==> src/rtl/fb_pkg.sv <==
// Shared framebuffer SPRAM widths, last address and arbiter state encoding.
// Latency: none (declarations only).
// Backpressure: none (declarations only).
package fb_pkg;
  localparam int ADDR_W = 14;
  localparam int DATA_W = 16;
  localparam int MASK_W = 4;
  localparam logic [ADDR_W-1:0] LAST_ADDR = 14'd16383;

  typedef enum logic [1:0] {
    ST_ARB      = 2'd0,
    ST_FORCE_WR = 2'd1,
    ST_CLEAR    = 2'd2
  } arb_state_t;
endpackage

==> src/rtl/fb_spram_arb_if.sv <==
// Bundle of read/write/clear requester and SPRAM signals around the arbiter.
// Latency: none (wires only).
// Backpressure: req is held until gnt; the slave side owns every gnt.
interface fb_spram_arb_if;
  import fb_pkg::*;

  logic              rd_req;
  logic [ADDR_W-1:0] rd_addr;
  logic              rd_gnt;
  logic [DATA_W-1:0] rd_data;
  logic              rd_valid;

  logic              wr_req;
  logic [ADDR_W-1:0] wr_addr;
  logic [DATA_W-1:0] wr_data;
  logic [MASK_W-1:0] wr_mask;
  logic              wr_gnt;

  logic              clr_start;
  logic              clr_busy;

  logic [ADDR_W-1:0] ram_addr;
  logic [DATA_W-1:0] ram_din;
  logic [MASK_W-1:0] ram_mask;
  logic              ram_wren;
  logic              ram_cs;
  logic [DATA_W-1:0] ram_dout;

  // Arbiter side.
  modport slave (
    input  rd_req, rd_addr, wr_req, wr_addr, wr_data, wr_mask, clr_start, ram_dout,
    output rd_gnt, rd_data, rd_valid, wr_gnt, clr_busy,
           ram_addr, ram_din, ram_mask, ram_wren, ram_cs
  );

  // Requester and RAM side.
  modport master (
    output rd_req, rd_addr, wr_req, wr_addr, wr_data, wr_mask, clr_start, ram_dout,
    input  rd_gnt, rd_data, rd_valid, wr_gnt, clr_busy,
           ram_addr, ram_din, ram_mask, ram_wren, ram_cs
  );
endinterface

==> src/rtl/fb_arb_stats.sv <==
// Saturating counters of write-stall cycles and forced write grants.
// Latency: counts update on the clock edge after the event.
// Backpressure: none; observes only.
module fb_arb_stats (
  input  logic        clk,
  input  logic        rst,
  input  logic        stall_inc,
  input  logic        force_inc,
  output logic [15:0] stall_cnt,
  output logic [15:0] force_cnt
);
  // Each counter sticks at all-ones until reset.
  always_ff @(posedge clk) begin
    if (rst) begin
      stall_cnt <= '0;
      force_cnt <= '0;
    end else begin
      if (stall_inc && stall_cnt != 16'hFFFF) stall_cnt <= stall_cnt + 16'd1;
      if (force_inc && force_cnt != 16'hFFFF) force_cnt <= force_cnt + 16'd1;
    end
  end
endmodule

==> src/rtl/fb_spram_arb.sv <==
// Framebuffer SPRAM arbiter: read priority, bounded read streaks, clear sweep; FB_ARB_STATS_EN adds stall/force counters.
// Latency: grants and ram_* are combinational; rd_valid/rd_data arrive 1 cycle after rd_gnt.
// Backpressure: requesters hold req until gnt; writes wait behind reads for at most MAX_RD_BURST grants.
module fb_spram_arb
  import fb_pkg::*;
#(
  parameter int unsigned       MAX_RD_BURST = 8,
  parameter logic [DATA_W-1:0] CLR_VALUE    = 16'h0000
) (
  input logic           vga_ck,
  input logic           rst,
  fb_spram_arb_if.slave bus
`ifdef FB_ARB_STATS_EN
  ,
  output logic [15:0]   stall_cnt,
  output logic [15:0]   force_cnt
`endif
);
  localparam logic [7:0] BURST_LIM = 8'(MAX_RD_BURST);

  arb_state_t        state;
  logic [7:0]        streak;
  logic [7:0]        streak_inc;
  logic [ADDR_W-1:0] clr_ptr;
  logic              rd_valid_q;
  logic              clr_busy_q;
  logic              rd_gnt;
  logic              wr_gnt;
  logic              clr_wr;

  assign streak_inc = streak + 8'd1;

  // Grant selection: at most one of read, write or clear write per cycle, none in reset.
  always_comb begin
    rd_gnt = 1'b0;
    wr_gnt = 1'b0;
    clr_wr = 1'b0;
    if (!rst) begin
      case (state)
        ST_ARB: begin
          rd_gnt = bus.rd_req;
          wr_gnt = bus.wr_req & ~bus.rd_req;
        end
        ST_FORCE_WR: wr_gnt = bus.wr_req;
        ST_CLEAR: begin
          rd_gnt = bus.rd_req;
          clr_wr = ~bus.rd_req;
        end
        default: ;
      endcase
    end
  end

  // SPRAM port steering from whichever source holds the grant.
  always_comb begin
    bus.ram_addr = '0;
    bus.ram_din  = '0;
    bus.ram_mask = '0;
    bus.ram_wren = 1'b0;
    bus.ram_cs   = 1'b0;
    if (rd_gnt) begin
      bus.ram_addr = bus.rd_addr;
      bus.ram_cs   = 1'b1;
    end else if (wr_gnt) begin
      bus.ram_addr = bus.wr_addr;
      bus.ram_din  = bus.wr_data;
      bus.ram_mask = bus.wr_mask;
      bus.ram_wren = 1'b1;
      bus.ram_cs   = 1'b1;
    end else if (clr_wr) begin
      bus.ram_addr = clr_ptr;
      bus.ram_din  = CLR_VALUE;
      bus.ram_mask = 4'hF;
      bus.ram_wren = 1'b1;
      bus.ram_cs   = 1'b1;
    end
  end

  // Arbitration FSM with read streak, clear pointer and registered status outputs.
  always_ff @(posedge vga_ck) begin
    if (rst) begin
      state      <= ST_ARB;
      streak     <= '0;
      clr_ptr    <= '0;
      rd_valid_q <= 1'b0;
      clr_busy_q <= 1'b0;
    end else begin
      rd_valid_q <= rd_gnt;
      case (state)
        ST_ARB: begin
          if (bus.clr_start) begin
            state      <= ST_CLEAR;
            clr_ptr    <= '0;
            clr_busy_q <= 1'b1;
            streak     <= '0;
          end else if (!bus.wr_req || wr_gnt) begin
            streak <= '0;
          end else if (rd_gnt) begin
            // A write is waiting behind this read.
            streak <= streak_inc;
            if (streak_inc == BURST_LIM) state <= ST_FORCE_WR;
          end
        end
        ST_FORCE_WR: begin
          // Leaves after one cycle whether or not the writer was still asking.
          streak <= '0;
          if (bus.clr_start) begin
            state      <= ST_CLEAR;
            clr_ptr    <= '0;
            clr_busy_q <= 1'b1;
          end else begin
            state <= ST_ARB;
          end
        end
        ST_CLEAR: begin
          if (clr_wr) begin
            clr_ptr <= clr_ptr + 1'b1;
            if (clr_ptr == LAST_ADDR) begin
              state      <= ST_ARB;
              clr_busy_q <= 1'b0;
            end
          end
        end
        default: state <= ST_ARB;
      endcase
    end
  end

  assign bus.rd_gnt   = rd_gnt;
  assign bus.wr_gnt   = wr_gnt;
  assign bus.rd_valid = rd_valid_q;
  assign bus.rd_data  = bus.ram_dout;
  assign bus.clr_busy = clr_busy_q;

`ifdef FB_ARB_STATS_EN
  logic stall_inc;
  logic force_inc;
  assign stall_inc = bus.wr_req & ~wr_gnt;
  assign force_inc = wr_gnt & (state == ST_FORCE_WR);

  fb_arb_stats u_stats (
    .clk       (vga_ck),
    .rst       (rst),
    .stall_inc (stall_inc),
    .force_inc (force_inc),
    .stall_cnt (stall_cnt),
    .force_cnt (force_cnt)
  );
`endif
endmodule
==> src/flat_wrapper.sv <==
// flat-port wrapper written by rule: the top's interface ports become plain ports
module fb_spram_arb_flat import fb_pkg::*;
#(
  parameter int unsigned       MAX_RD_BURST = 8,
  parameter logic [DATA_W-1:0] CLR_VALUE    = 16'h0000
)
  (vga_ck, rst, bus_rd_req, bus_rd_addr, bus_wr_req, bus_wr_addr, bus_wr_data, bus_wr_mask, bus_clr_start, bus_ram_dout, bus_rd_gnt, bus_rd_data, bus_rd_valid, bus_wr_gnt, bus_clr_busy, bus_ram_addr, bus_ram_din, bus_ram_mask, bus_ram_wren, bus_ram_cs);
  fb_spram_arb_if bus_i ();
  input logic vga_ck;
  input logic rst;
  input wire logic [$bits(bus_i.rd_req)-1:0] bus_rd_req;
  input wire logic [$bits(bus_i.rd_addr)-1:0] bus_rd_addr;
  input wire logic [$bits(bus_i.wr_req)-1:0] bus_wr_req;
  input wire logic [$bits(bus_i.wr_addr)-1:0] bus_wr_addr;
  input wire logic [$bits(bus_i.wr_data)-1:0] bus_wr_data;
  input wire logic [$bits(bus_i.wr_mask)-1:0] bus_wr_mask;
  input wire logic [$bits(bus_i.clr_start)-1:0] bus_clr_start;
  input wire logic [$bits(bus_i.ram_dout)-1:0] bus_ram_dout;
  output wire logic [$bits(bus_i.rd_gnt)-1:0] bus_rd_gnt;
  output wire logic [$bits(bus_i.rd_data)-1:0] bus_rd_data;
  output wire logic [$bits(bus_i.rd_valid)-1:0] bus_rd_valid;
  output wire logic [$bits(bus_i.wr_gnt)-1:0] bus_wr_gnt;
  output wire logic [$bits(bus_i.clr_busy)-1:0] bus_clr_busy;
  output wire logic [$bits(bus_i.ram_addr)-1:0] bus_ram_addr;
  output wire logic [$bits(bus_i.ram_din)-1:0] bus_ram_din;
  output wire logic [$bits(bus_i.ram_mask)-1:0] bus_ram_mask;
  output wire logic [$bits(bus_i.ram_wren)-1:0] bus_ram_wren;
  output wire logic [$bits(bus_i.ram_cs)-1:0] bus_ram_cs;
  assign bus_i.rd_req = bus_rd_req;
  assign bus_i.rd_addr = bus_rd_addr;
  assign bus_i.wr_req = bus_wr_req;
  assign bus_i.wr_addr = bus_wr_addr;
  assign bus_i.wr_data = bus_wr_data;
  assign bus_i.wr_mask = bus_wr_mask;
  assign bus_i.clr_start = bus_clr_start;
  assign bus_i.ram_dout = bus_ram_dout;
  assign bus_rd_gnt = bus_i.rd_gnt;
  assign bus_rd_data = bus_i.rd_data;
  assign bus_rd_valid = bus_i.rd_valid;
  assign bus_wr_gnt = bus_i.wr_gnt;
  assign bus_clr_busy = bus_i.clr_busy;
  assign bus_ram_addr = bus_i.ram_addr;
  assign bus_ram_din = bus_i.ram_din;
  assign bus_ram_mask = bus_i.ram_mask;
  assign bus_ram_wren = bus_i.ram_wren;
  assign bus_ram_cs = bus_i.ram_cs;
  fb_spram_arb #(.MAX_RD_BURST(MAX_RD_BURST), .CLR_VALUE(CLR_VALUE)) u_core (.vga_ck(vga_ck), .rst(rst), .bus(bus_i));
endmodule
==> config.mk <==
export PLATFORM = sky130hd
export DESIGN_NAME = fb_spram_arb_flat
export DESIGN_NICKNAME = d
export VERILOG_FILES = /design/src/rtl/fb_pkg.sv /design/src/rtl/fb_spram_arb_if.sv /design/src/rtl/fb_arb_stats.sv /design/src/rtl/fb_spram_arb.sv /design/src/flat_wrapper.sv
export SDC_FILE = /design/constraint.sdc
export NUM_CORES = 1
export LEC_CHECK = 0
export CORE_AREA = 2 2 91 93
export CTS_CLUSTER_SIZE = 16
export DETAILED_ROUTE_END_ITERATION = 8
export DIE_AREA = 0 0 93 95
export PLACE_DENSITY = 0.63
export SKIP_CTS_REPAIR_TIMING = 1
export SYNTH_ARGS = -nofsm -noshare
export SYNTH_HDL_FRONTEND = slang
export SYNTH_SLANG_ARGS = --single-unit
==> constraint.sdc <==
create_clock -name vga_ck -period 3.1 [get_ports vga_ck]
set_input_delay 0.775 -clock vga_ck [delete_from_list [all_inputs] [get_ports vga_ck]]
set_output_delay 0.775 -clock vga_ck [all_outputs]
set_load 0.05 [all_outputs]
Yosys cells after proc, flatten, opt, wreduce, memory -nomap -nowiden
Cells that the tools add are included.
{"block": "word_totals", "inputBits": 69, "ff_bits": 26, "wordCells": 68, "out_inout_bits": 56}
{"block": "op_classes", "n_mux": 37, "addsub": 2, "n_eq_ne": 11, "n_reduce_logical": 11, "n_bitwise": 2}
{"cell": "14-bit two-way mux", "n": 5}
{"cell": "16-bit two-way mux", "n": 2}
{"cell": "14-bit one-hot mux with 2 select lines", "n": 1}
{"cell": "8-bit two-way mux", "n": 3}
{"cell": "8-bit one-hot mux with 2 select lines", "n": 1}
{"cell": "14-bit by 1-bit adder with 14-bit output, second input constant", "n": 1}
{"cell": "14-bit == test, second input constant", "n": 1}
{"cell": "2-bit two-way mux", "n": 7}
{"cell": "1-bit two-way mux", "n": 12}
{"cell": "4-bit two-way mux", "n": 3}
{"cell": "8-bit by 1-bit adder with 8-bit output, second input constant", "n": 1}
{"cell": "8-bit by 4-bit == test with 1-bit output, second input constant", "n": 1}
{"cell": "2-bit by 1-bit inequality test with 1-bit output, second input constant", "n": 3}
{"cell": "3-bit inequality test, second input constant", "n": 2}
{"cell": "2-bit one-hot mux with 3 select lines", "n": 1}
{"cell": "5-bit AND reduction", "n": 1}
{"cell": "4-bit by 3-bit inequality test with 1-bit output, second input constant", "n": 1}
{"cell": "1-bit one-hot mux with 2 select lines", "n": 2}
{"cell": "4-bit AND reduction", "n": 1}
{"cell": "2-bit nonzero test", "n": 2}
{"cell": "2-bit OR reduction", "n": 2}
{"cell": "3-bit by 2-bit inequality test with 1-bit output, second input constant", "n": 1}
{"cell": "3-bit AND reduction", "n": 1}
{"cell": "2-bit by 1-bit == test with 1-bit output, second input constant", "n": 1}
{"cell": "other kinds (7)", "n": 7}

Logic depth before layout (Yosys ltp)
{"block": "depth", "word_depth": 8, "depth_mapped": 6, "mapped_depth_nobuf": 5}

Least setup slack after synthesis
OpenSTA, ideal clock, no wires.
{"block": "synth_path", "kind": "input to output", "startpoint": "input bus_rd_req", "endpoint": "output bus_ram_addr[10]", "n_path_buf": 1, "required_ns": 2.325, "setup_slack_ns": -0.582, "arrival_ns": 2.907, "path_stages": 5, "path_cell_list": "and2b_1 > nor3_2 > buf_2 > mux2i_1 > o21ai_0"}
{"block": "synth_via", "elab_chain_cells": 6, "word_cells_on_any_way": 11, "classes_between": "9 x mux; 2 x bitwise"}
{"item": "from (decl)", "line_no": "flat_wrapper.sv:11", "source": "input wire logic [$bits(bus_i.rd_req)-1:0] bus_rd_req;"}
{"item": "1-bit inverter", "line_no": "fb_spram_arb.sv:42, fb_spram_arb.sv:47"}
{"item": "1-bit bitwise AND / 1-bit two-way mux (equally long branches)", "line_no": "fb_spram_arb.sv:42, fb_spram_arb.sv:39"}
{"item": "1-bit one-hot mux with 2 select lines / 1-bit two-way mux (equally long branches)", "line_no": "fb_spram_arb.sv:39, fb_spram_arb.sv:38"}
{"item": "1-bit two-way mux / 14-bit two-way mux (equally long branches)", "line_no": "fb_spram_arb.sv:38, fb_spram_arb.sv:70"}
{"item": "14-bit two-way mux", "line_no": "fb_spram_arb.sv:64", "source": "end else if (wr_gnt) begin"}
{"item": "14-bit two-way mux *", "line_no": "fb_spram_arb.sv:61", "source": "if (rd_gnt) begin"}
{"item": "to (decl)", "line_no": "flat_wrapper.sv:24", "source": "output wire logic [$bits(bus_i.ram_addr)-1:0] bus_ram_addr;"}
Mark *: on every way between the ends. The rest lies on a longest branch, timed or not.

Worst setup path after layout
{"block": "layout_path", "startpoint": "register u_core.state[1]", "endpoint": "output bus_ram_addr[13]"}
{"block": "layout_via", "elab_chain_cells": 6, "word_cells_on_any_way": 13, "classes_between": "2 x eq/ne; 9 x mux; 2 x reduce/logical"}
{"item": "from (decl)", "line_no": "fb_spram_arb.sv:21", "source": "arb_state_t state;"}
{"item": "from (signal assigned)", "line_no": "fb_spram_arb.sv:82", "source": "state <= ST_ARB;"}
{"item": "from (signal assigned)", "line_no": "fb_spram_arb.sv:92", "source": "state <= ST_CLEAR;"}
{"item": "from (signal assigned)", "line_no": "fb_spram_arb.sv:101", "source": "if (streak_inc == BURST_LIM) state <= ST_FORCE_WR;"}
{"item": "2-bit == test", "line_no": "fb_spram_arb.sv:39", "source": "case (state)"}
{"item": "1-bit two-way mux", "line_no": "fb_spram_arb.sv:39"}
{"item": "1-bit two-way mux", "line_no": "fb_spram_arb.sv:38", "source": "if (!rst) begin"}
{"item": "14-bit two-way mux", "line_no": "fb_spram_arb.sv:70", "source": "end else if (clr_wr) begin"}
{"item": "14-bit two-way mux", "line_no": "fb_spram_arb.sv:64"}
{"item": "14-bit two-way mux *", "line_no": "fb_spram_arb.sv:61"}
Marks and branches as above.

==> impl_metrics.ini <==
[pwr]
p_comb_share_pct = 34.8
power.share.clock_pct = 29.5
p_sw_mw = 0.280
swShare_pct = 29.1
powerDensity_mw_per_mm2 = 277
seq_power_share_pct = 35.7
p_int_mw = 0.683
peakVddDrop_mv = 0.205
leakagePower_nw = 1.30
power_mw = 0.963

[floorplan]
die_h_microns = 95
io_pins = 125
die-area_sq_mm = 0.00884
core_sq_mm = 0.00793
rows = 33
die_w_microns = 93
initial_core_util_pct = 24.0

[routing]
first_pass_iters = 4
num_vias = 2066
wl_per_cell_microns = 14.3
drc_errors = 0
first_iter_violations = 80
vias_per_cell = 4.71
antenna_left = 0
drt_wl_total_microns = 6270

[grt]
grt_max_degree = 20
grtUsageTotal_pct = 13.1
grt-busiest-layer = met2
grt_use_met2_pct = 22.7
grt_overflow = 0
antenna_found_initial = 0
grt_pass1_vias = 1888
grt_use_met3_pct = 3.59
grt_pass1_wl_microns = 9290
gr-usage-met1_pct = 15.9

[setup_path]
r2r_start = u_core.state[1]$_SDFFE_PP0P_
end_kind = primary output
cp.arrival_ns = 2.06
path_class = flop to primary output
crit_path_max_fanout = 15
worst_setup_path_start_kind = flop
critPathRequiredTime_ns = 2.32
startpoint = u_core.state[1]$_SDFFE_PP0P_

[layout]
final_cell_mix = 51 x clkdlybuf4s50_1, 34 x buf_12, 29 x nand2_1, 26 x dfxtp_1, 20 x buf_4
drive_gt1_share_pct = 29.9
ff_latch_area_sq_um = 520
nets = 406
fillCellCount = 744
n_antenna_cell = 0
area_growth_pct = 82.9
final_util_pct = 43.9
layout_commonest_cell = clkdlybuf4s50_1
multiInputGateArea_sq_mm = 0.00127

[yosys]
synth_compound_area_share_pct = 18.3
synthAdderAreaFrac_pct = 1.31
synth_top_family_by_area = simple AND/OR/NAND/NOR gates
syn_area_sq_mm = 0.00190
ys.flop_type = dfxtp_1
synth_async_sr_flop_share_pct = 0
synth_seq_area_share_pct = 27.4
synth-seq-cells = 26
synth_cell_types = 50
yosys-top-cells-area = dfxtp_1 27%, mux2i_1 7.4%, buf_4 6.3%
synth_area_leader_cell = dfxtp_1
yosysTopAreaCellShare_pct = 27.4
synth_cells = 247
synthSimpleGateAreaFrac_pct = 28.1
syn_avg_cell_area_sq_um = 7.70
yosysWarningCount = 0
synth_xor_area_share_pct = 5.52
synth-edff-count = 0
synth.mux.area_fraction_pct = 7.36
syn-num-nets = 318

[timing]
timing.fmax_mhz = 353
fin_hold_ws_ns = 0.496
relSlewSlack_pct = 62.7
finalMaxSlewViolations = 0
skew_ns = 0.00832
setup_viol = 0
setup_ws_ns = 0.269
period_share_pct = 91.3
min_period_ns = 2.83
hold_viol = 0
rsz0062_at_grt = false
tightestPinTransition_ns = 0.545
setup_tns_ns = 0

[placement]
dp_slack_ns = 0.00773
dpl.hpwl_microns = 4940
gp_congestion = 0.827
io_buffers = 92

[worst_hold_path]
min_path_type = flop to flop
min-delay-start = u_core.streak[7]$_SDFFE_PP0P_

[clock_tree]
cts.sinks = 26
cts_buffer_depth = 2
numCtsBuffers = 3
clk_latency_ns = 0.28
cts_htree_levels = 1
cts.clk_slew.worst_paths_ns = 0.10
clock-root-buffer = clkbuf_8
cts_tree = built

[job]
maxCapViolCount = 0

[run_status]
outcome = completed
## final cells by class
class / instances / share of cell area [%]
Multi-Input combinational cell: 180 / 36.6
Sequential cell: 26 / 15.0
Inverter: 11 / 1.19
Timing Repair Buffer: 113 / 41.4
Tap cell: 105 / 3.77
Clock buffer: 3 / 1.19
Clock inverter: 1 / 0.863
## cells by family (layout without fill, tap and decap cells)
logic type	count (synthesis)	in the layout
xor gates and xnor gates	12	12
muxes	14	14
AOI/OAI and AO/OA	53	53
adders and majority gates	2	2
buffers and inverters	41	128
and+or+nand+nor	99	99
DFF	26	26
## cells in the mapped netlist (all sizes together), types with 3 or more instances
library cell,n
mux2i,14
dfxtp,26
and2,16
nand2b,6
nor2,15
nand2,29
xor2,5
clkbuf,11
a211oi,3
a21oi,12
buf,19
o31ai,3
inv,11
nor3b,3
xnor2,7
nor3,4
or4,3
o21ai,16
nand3,7
## worst max-delay path: stages, from the launching register on
cell,delay (ns)
dfxtp_1,0.62
nand2b_1,0.24
nor3_4,0.06
buf_6,0.13
clkbuf_16,0.15
a222oi_1,0.30
inv_1,0.11
buf_12,0.16
## flip-flops by register name (all words and copies together) (netlist names)
| name | cells |
|---|---|
| u_core.clr_ptr | 14 |
| u_core.bus.clr_busy | 1 |
| u_core.bus.rd_valid | 1 |
| u_core.streak | 8 |
| u_core.state | 2 |
## final timing paths
check                                    endpoint  slack [ns]  cells past startpoint
hold reg to reg     u_core.streak[7]$_SDFFE_PP0P_        0.50                      2
hold / removal      u_core.streak[7]$_SDFFE_PP0P_        0.50                      2
setup reg to reg  u_core.clr_ptr[11]$_SDFFE_PP0P_        0.88                      4
setup / recovery                 bus_ram_addr[13]        0.27                      7
## through the flow
stage                     cell area [sq um]  instances
after floorplan                        1950        247
after global placement                 3270        431
after detailed placement               3270        431
after CTS                              3340        435
after global routing                   3480        439
final                                  3480        439
## metal layers
layer  vias to the layer above  wire [microns]  share of wire (%)
met3                         7             513                8.2
met1                       943            2650                 42
li1                       1026               -                  -
met5                         -               0                  0
met2                        90            3060                 49
met4                         0              46               0.73
## power groups by stage
| stage | Sequential (mW) | Clock, mW | Combinational [mW] |
|---|---|---|---|
| detailed placement | 0.352 | 0 | 0.320 |
| finish | 0.344 | 0.284 | 0.335 |
| CTS | 0.344 | 0.294 | 0.322 |
| floorplan | 0.354 | 0 | 0.194 |
| global placement | 0.352 | 0 | 0.319 |
| global route | 0.345 | 0.307 | 0.353 |
Note: power is estimated with default switching activity, not from simulation.
